**config.mk**
```make
export PLATFORM = sky130hd
export DESIGN_NAME = scene_ctrl
export DESIGN_NICKNAME = d
export VERILOG_FILES = /design/src/rtl/scene_ctrl.sv
export SDC_FILE = /design/constraint.sdc
export NUM_CORES = 1
export LEC_CHECK = 0
export CAP_MARGIN = 5
export CORE_ASPECT_RATIO = 1.5
export CORE_UTILIZATION = 40
export CTS_BUF_LIST = sky130_fd_sc_hd__clkbuf_16
export CTS_CLUSTER_SIZE = 12
export DETAILED_ROUTE_END_ITERATION = 12
export GPL_TIMING_DRIVEN = 1
export PLACE_DENSITY = 0.75
export SYNTH_ARGS = -nofsm -noshare
export SYNTH_HDL_FRONTEND = slang
export SYNTH_SLANG_ARGS = --single-unit
export TNS_END_PERCENT = 10
```
**constraint.sdc**
```tcl
create_clock -name i_clk_pix -period 2.8 [get_ports i_clk_pix]
set_input_delay 0.56 -clock i_clk_pix [delete_from_list [all_inputs] [get_ports i_clk_pix]]
set_output_delay 0.56 -clock i_clk_pix [all_outputs]
set_load 0.005 [all_outputs]
```
**src/rtl/scene_ctrl.sv**
```systemverilog
// scene_ctrl: menu/game scene sequencer with fade-out, start/ready handshake, fade-in
// and a single registered, attenuated RGB output path.
module scene_ctrl #(
   parameter int FRAMES_PER_STEP = 4,
   parameter int TIMEOUT_FRAMES  = 120
) (
   input  logic        i_clk_pix,
   input  logic        i_rst,
   input  logic        i_frame,
   input  logic        i_start,
   input  logic        i_main_ready,
   input  logic        i_game_over,
   input  logic        i_menu_drawing,
   input  logic [23:0] i_menu_rgb,
   input  logic        i_game_drawing,
   input  logic [23:0] i_game_rgb,
   output logic        o_main_start,
   output logic        o_menu_active,
   output logic        o_game_active,
   output logic        o_timeout,
   output logic [3:0]  o_fade,
   output logic [2:0]  o_state,
   output logic        o_drawing,
   output logic [7:0]  o_red,
   output logic [7:0]  o_green,
   output logic [7:0]  o_blue
);
   localparam int SW = $clog2(FRAMES_PER_STEP + 1);
   localparam int TW = $clog2(TIMEOUT_FRAMES + 1);
   typedef enum logic [2:0] {
      S_MENU     = 3'd0,
      S_FADE_OUT = 3'd1,
      S_START    = 3'd2,
      S_FADE_IN  = 3'd3,
      S_GAME     = 3'd4
   } state_t;
   state_t        state_q, state_d;
   logic [3:0]    fade_q, fade_d;
   logic [SW-1:0] step_q, step_d;
   logic [TW-1:0] tmo_q, tmo_d;
   logic          start_prev_q;
   logic          main_start_q, main_start_d;
   logic          menu_active_q, menu_active_d;
   logic          game_active_q, game_active_d;
   logic          timeout_q, timeout_d;
   logic          drawing_q, drawing_d;
   logic [23:0]   rgb_q, rgb_d;
   logic          start_edge, step_last, tmo_last;
   logic          src_draw;
   logic [23:0]   src_rgb;
   assign start_edge = i_start & ~start_prev_q;
   assign step_last  = step_q == SW'(FRAMES_PER_STEP - 1);
   assign tmo_last   = tmo_q == TW'(TIMEOUT_FRAMES - 1);
   always_ff @(posedge i_clk_pix) begin
      if (i_rst) begin
         state_q       <= S_MENU;
         fade_q        <= '0;
         step_q        <= '0;
         tmo_q         <= '0;
         start_prev_q  <= 1'b1;
         main_start_q  <= 1'b0;
         menu_active_q <= 1'b1;
         game_active_q <= 1'b0;
         timeout_q     <= 1'b0;
         drawing_q     <= 1'b0;
         rgb_q         <= '0;
      end else begin
         state_q       <= state_d;
         fade_q        <= fade_d;
         step_q        <= step_d;
         tmo_q         <= tmo_d;
         start_prev_q  <= i_start;
         main_start_q  <= main_start_d;
         menu_active_q <= menu_active_d;
         game_active_q <= game_active_d;
         timeout_q     <= timeout_d;
         drawing_q     <= drawing_d;
         rgb_q         <= rgb_d;
      end
   end
   always_comb begin
      state_d   = state_q;
      fade_d    = fade_q;
      step_d    = step_q;
      tmo_d     = tmo_q;
      timeout_d = 1'b0;
      case (state_q)
         S_MENU: begin
            fade_d = '0;
            if (start_edge) state_d = S_FADE_OUT;
         end
         S_FADE_OUT: if (i_frame) begin
            step_d = step_last ? '0 : step_q + SW'(1);
            if (step_last) begin
               fade_d = fade_q + 4'd1;
               if (fade_q == 4'd7) state_d = S_START;
            end
         end
         S_START: if (i_main_ready) state_d = S_FADE_IN;
         else if (i_frame) begin
            tmo_d = tmo_q + TW'(1);
            if (tmo_last) begin
               timeout_d = 1'b1;
               fade_d    = '0;
               state_d   = S_MENU;
            end
         end
         S_FADE_IN: if (i_frame) begin
            step_d = step_last ? '0 : step_q + SW'(1);
            if (step_last) begin
               fade_d = fade_q - 4'd1;
               if (fade_q == 4'd1) state_d = S_GAME;
            end
         end
         S_GAME: if (i_game_over) begin
            state_d = S_MENU;
            fade_d  = '0;
         end
         default: begin
            state_d = S_MENU;
            fade_d  = '0;
         end
      endcase
      // every state starts with fresh step and timeout counts
      if (state_d != state_q) begin
         step_d = '0;
         tmo_d  = '0;
      end
   end
   always_comb begin
      main_start_d  = state_d == S_START;
      menu_active_d = state_d == S_MENU || state_d == S_FADE_OUT;
      game_active_d = state_d == S_FADE_IN || state_d == S_GAME;
      src_draw      = state_q == S_START ? 1'b1 :
                      (state_q == S_FADE_IN || state_q == S_GAME) ? i_game_drawing : i_menu_drawing;
      src_rgb       = state_q == S_START ? 24'h0 :
                      (state_q == S_FADE_IN || state_q == S_GAME) ? i_game_rgb : i_menu_rgb;
      drawing_d     = src_draw;
      rgb_d         = src_draw ? {src_rgb[23:16] >> fade_q, src_rgb[15:8] >> fade_q, src_rgb[7:0] >> fade_q} : 24'h0;
   end
   assign o_main_start  = main_start_q;
   assign o_menu_active = menu_active_q;
   assign o_game_active = game_active_q;
   assign o_timeout     = timeout_q;
   assign o_fade        = fade_q;
   assign o_state       = state_q;
   assign o_drawing     = drawing_q;
   assign o_red         = rgb_q[23:16];
   assign o_green       = rgb_q[15:8];
   assign o_blue        = rgb_q[7:0];
endmodule

```
# Word level (Yosys, flattened, before mapping)
# Index checks and enable logic that the tools add are counted.
# classes
shifts,3
n_eq_ne,21
n_addsub,4
n_bitwise,6
reduce_logical,12
muxes,27
# ops
op,count
24-bit two-way mux,2
3-bit two-way mux,12
4-bit two-way mux,8
8-bit by 4-bit right shift with 8-bit output,3
"2-bit != test, second input constant",8
4-bit case mux with 4 select lines,1
"3-bit by 2-bit equality test with 1-bit output, second input constant",5
3-bit case mux with 5 select lines,1
8-bit AND reduction,1
"7-bit by 1-bit adder with 7-bit output, second input constant",1
"7-bit equality test, second input constant",1
"3-bit by 1-bit equality test with 1-bit output, second input constant",2
"3-bit equality test, second input constant",2
3-bit zero test,2
2-bit OR reduction,3
1-bit NOT,5
"4-bit by 1-bit adder with 4-bit output, second input constant",1
"4-bit by 1-bit equality test with 1-bit output, second input constant",1
"4-bit by 3-bit equality test with 1-bit output, second input constant",1
4-bit OR reduction,1
"4-bit by 1-bit subtractor with 4-bit output, second input constant",1
"3-bit by 1-bit adder with 3-bit output, second input constant",1
1-bit logical OR,3
1-bit two-way mux,3
other kinds (4),4
# word_totals
elab_cells,84
input_bits,56
regBits,47
output_inout_bits,36

# Logic depth before layout (Yosys ltp)
# depth
depth_word,7
mapped_depth,10

# Worst setup path before layout
# No wires, ideal clock.
# synth_path
kind,flip-flop to flip-flop
startpoint,"reg fade_q[1], in the netlist o_fade[1]"
endpoint,reg tmo_q[1]
synth_period_minus_slack_ns,2.417
stages_incl_launch_ff,11
t_arrival_ns,2.351
setup_slack_ns,0.383
cell_sequence,dfxtp_1 -> clkbuf_1 -> inv_1 -> clkbuf_1 -> ha_1 -> and3b_1 -> o21ai_0 -> a22oi_1 -> or4_1 -> buf_6 -> a21oi_2
# synth_via
elab_chain_cells,7
word_cells_on_any_way,11
# synth_rtl
item,line,rtl
from (decl),38,"logic [3:0] fade_q, fade_d;"
from (signal assigned),57,fade_q <= '0;
from (signal assigned),69,fade_q <= fade_d;
4-bit by 1-bit equality test with 1-bit output / 4-bit by 3-bit equality test with 1-bit output (equally long branches),"112, 96",
3-bit two-way mux (on tied branches),"112, 96",
3-bit two-way mux (on tied branches),"110, 94",
3-bit two-way mux (on tied branches),"108, 92",
3-bit case mux with 5 select lines *,87,case (state_q)
3-bit != test *,125,if (state_d != state_q) begin
2-bit OR reduction (no line) *,--,
to (signal assigned),71,tmo_q <= tmo_d;
to (decl),40,"logic [TW-1:0] tmo_q, tmo_d;"
# Every way passes the cells marked *; elsewhere a longest branch is shown, timed or not.
# A chain may end at the register's enable or synchronous reset.

# Worst setup path after layout
# layout_path
startpoint,"reg state_q[0], in the netlist o_state[0]"
endpoint,out o_state[0]
# layout_lines
item,line,rtl
from (decl),37,"state_t state_q, state_d;"
from (signal assigned),68,state_q <= state_d;
to (decl),22,"output logic [2:0] o_state,"
# No word-level cell between the ends.

==> run_results.csv <==
group,metric,value,unit
status,outcome,"finished, final reports clean",
global_routing,track_usage,24.1,%
setup_path,worstPathMaxFanout,20,
timing,worstMarginPinSlew,761,ps
cells_and_area,antennaDiodeCount,0,
timing,fmax,404,MHz
die,die_y,119,um
global_routing,grt_pass1_vias,3760,
hold_path,holdCritStartpoint,"tmo_q[1]",
die,ios,92,
cells_and_area,nNetsFinal,588,
clock_network,postCtsHoldBufs,0,
setup_path,r2r_start,"o_state[1]",
run,maxCapViolations,0,
route,drt-initial-drc-count,361,
route,via_count,3890,
die,row_count,42,
synthesis,syn_area_per_cell,8.10,um^2
synthesis,async_reset_ff_share,0,%
timing,maxSlewHeadroom,49.2,%
placement,gp_routability_congestion,0.930,
setup_path,worstSetupPathType,"reg -> out",
synthesis,syn-cell-area,0.00363,mm^2
die,fp.dieW,79.8,um
timing,setup_tns,0,ps
timing,whs,500,ps
setup_path,rrSetupSlack,340,ps
placement,post-place-cells,630,
clock_network,cts_tree,"yes",
route,wire_per_inst,17.6,um
cells_and_area,drive_gt1_share,10.1,%
clock_network,htree_levels,2,
clock_network,post_cts_resized,0,
pwr,p_total,1550,uW
clock_network,clkLatencyLatePin,280,ps
global_routing,grt_pass1_wl,18.0,mm
cells_and_area,finish.utilization,53.9,%
setup_path,startpoint_type,"register",
cells_and_area,fillers,831,
clock_network,root_buffer,"clkbuf_16",
timing,slew_violations,0,
route,wl,11.2,mm
synthesis,yosysTopAreaCell,"dfxtp_1",
timing,rsz0062_at_grt,"false",
die,initial_core_util,41.1,%
synthesis,synth_edf_count,0,
hold_path,holdCritPathClass,"reg -> reg",
setup_path,crit_required,2240,ps
timing,hold_violations,0,
placement,io_buffer_count,91,
route,detail-route-antenna-nets,0,
pwr,leakagePower,0.00174,uW
global_routing,grt_max_degree,42,
die,die_area,0.00946,mm^2
timing,setup_viol,0,
placement,dp_hpwl,8.52,mm
synthesis,yosys_most_used_dff,"dfxtp_1",
route,vias_per_cell,6.12,
setup_path,arrival,1920,ps
die,core_area,0.00883,mm^2
clock_network,cts.sinks,47,
synthesis,ys_types,73,
route,remaining_drc_errors,0,
synthesis,synth_nets,509,
synthesis,yosys.area.top_type_share,25.9,%
synthesis,synth_seq_cells,47,
clock_network,cts_inserted_buffers,5,
synthesis,ys_seq_area_share,25.9,%
clock_network,post_cts_buffers,0,
clock_network,clk_pin_slew,60,ps
setup_path,crit_path_start,"o_state[0]",
global_routing,antenna_found_initial,0,
timing,period_needed,2480,ps
synthesis,ys_warn_count,0,
pwr,powerDensity,325,mW/mm^2
timing,fin_crit_sh,88.5,%
synthesis,syn_inst,448,
timing,skew,6.53,ps
route,dr.pass1.iters,6,
cells_and_area,areaGrowthSynthToFinish,31.1,%
setup_path,end_kind,"output pin",
cells_and_area,final_cell_count_no_fill,636,
clock_network,clk_path_buf_depth,2,
synthesis,synthTopCellsByArea,"dfxtp_1, nor2b_1, and3b_1",
global_routing,overflow,0,
pwr,vdd_ir_drop_max,254,uV
==> cells by family (layout without fill, tap and decap cells) <==
family	after synthesis	after routing	synth area share, %
AOI/OAI and AO/OA	139	139	28.1
xor gates and xnor gates	7	7	1.69
adders and majority gates	5	5	1.72
buffers and inverters	42	120	5.69
DFF	47	47	25.9
muxes	6	6	2.45
and+or+nand+nor	202	202	34.4
==> synth_stat cells, drive strengths merged, types with 5 or more instances <==
cell,instances
dfxtp,47
nor2,37
nor2b,28
buf,25
o21ai,24
nand3,23
a21oi,21
nand2,20
and3b,19
a21boi,12
nand2b,12
nand3b,12
a31oi,11
and3,11
and2,9
clkbuf,9
a311oi,8
inv,8
a221oi,7
o32ai,7
a22o,6
a22oi,6
nor3b,6
o221ai,6
ha,5
nand4,5
xor2,5
==> flip-flops by register name, summed over array words and instances (netlist names) <==
name / flops
rgb_q: 24
tmo_q: 7
o_fade: 4
o_state: 3
step_q: 3
o_drawing: 1
o_game_active: 1
o_main_start: 1
o_menu_active: 1
o_timeout: 1
start_prev_q: 1
==> stage by stage <==
step / setup WS, ps / cell area [um^2]
after floorplan: 383 / 3630
after global placement: 141 / 4630
after detailed placement: 55.7 / 4630
after CTS: 337 / 4750
after global routing: 209 / 4750
final: 323 / 4750
==> where the power goes <==
group / switching, uW / leakage, uW / internal [uW]
Clock: 226 / 0.0000669 / 317
Sequential: 9.66 / 0.000384 / 689
Combinational: 133 / 0.00129 / 172
==> critical path, stage by stage (launching register included) <==
cell             delay [ps]
dfxtp_1                 810
buf_4                   300
clkdlybuf4s50_1         520
==> cell type report <==
type                       instances  area [um^2]  share of cell area, %
clock inverter                     1         3.75                 0.0789
clock buffer                       5          125                   2.63
inverter                           8         30.0                  0.632
sequential                        47          942                   19.8
multi-input combinational        359         2480                   52.2
timing repair buffer             106         1040                   21.8
tap                              110          138                   2.89
==> placed cells by master, fill, tap and decap left out, types with 6 or more instances in the layout <==
master           count
a21boi_0            11
a21oi_1             19
a221oi_1             6
a22o_1               6
a22oi_1              6
a311oi_1             8
a31oi_1             11
and2_1               6
and3_1              10
and3b_1             19
buf_4               14
clkdlybuf4s50_1     91
dfxtp_1             46
inv_1                7
nand2_1             19
nand2b_1            12
nand3_1             23
nand3b_1            11
nor2_1              28
nor2_2               9
nor2b_1             27
o21ai_0             18
o21ai_1              6
o221ai_1             6
o32ai_1              7
==> worst paths after layout <==
kind,to,cells after the start
setup / recovery,o_state[0],2
hold reg to reg,tmo_q[1],2
setup reg to reg,tmo_q[1],7
hold / removal,tmo_q[1],2
==> routing by layer <==
metal	track usage (%)	vias up	share of wire, %
met5	0	-	0
met4	11.7	0	4.1
met3	3.24	36	6.4
met2	42.9	190	51
met1	27.3	1816	38
li1	-	1848	-
Power figures use the tool's default switching activity.
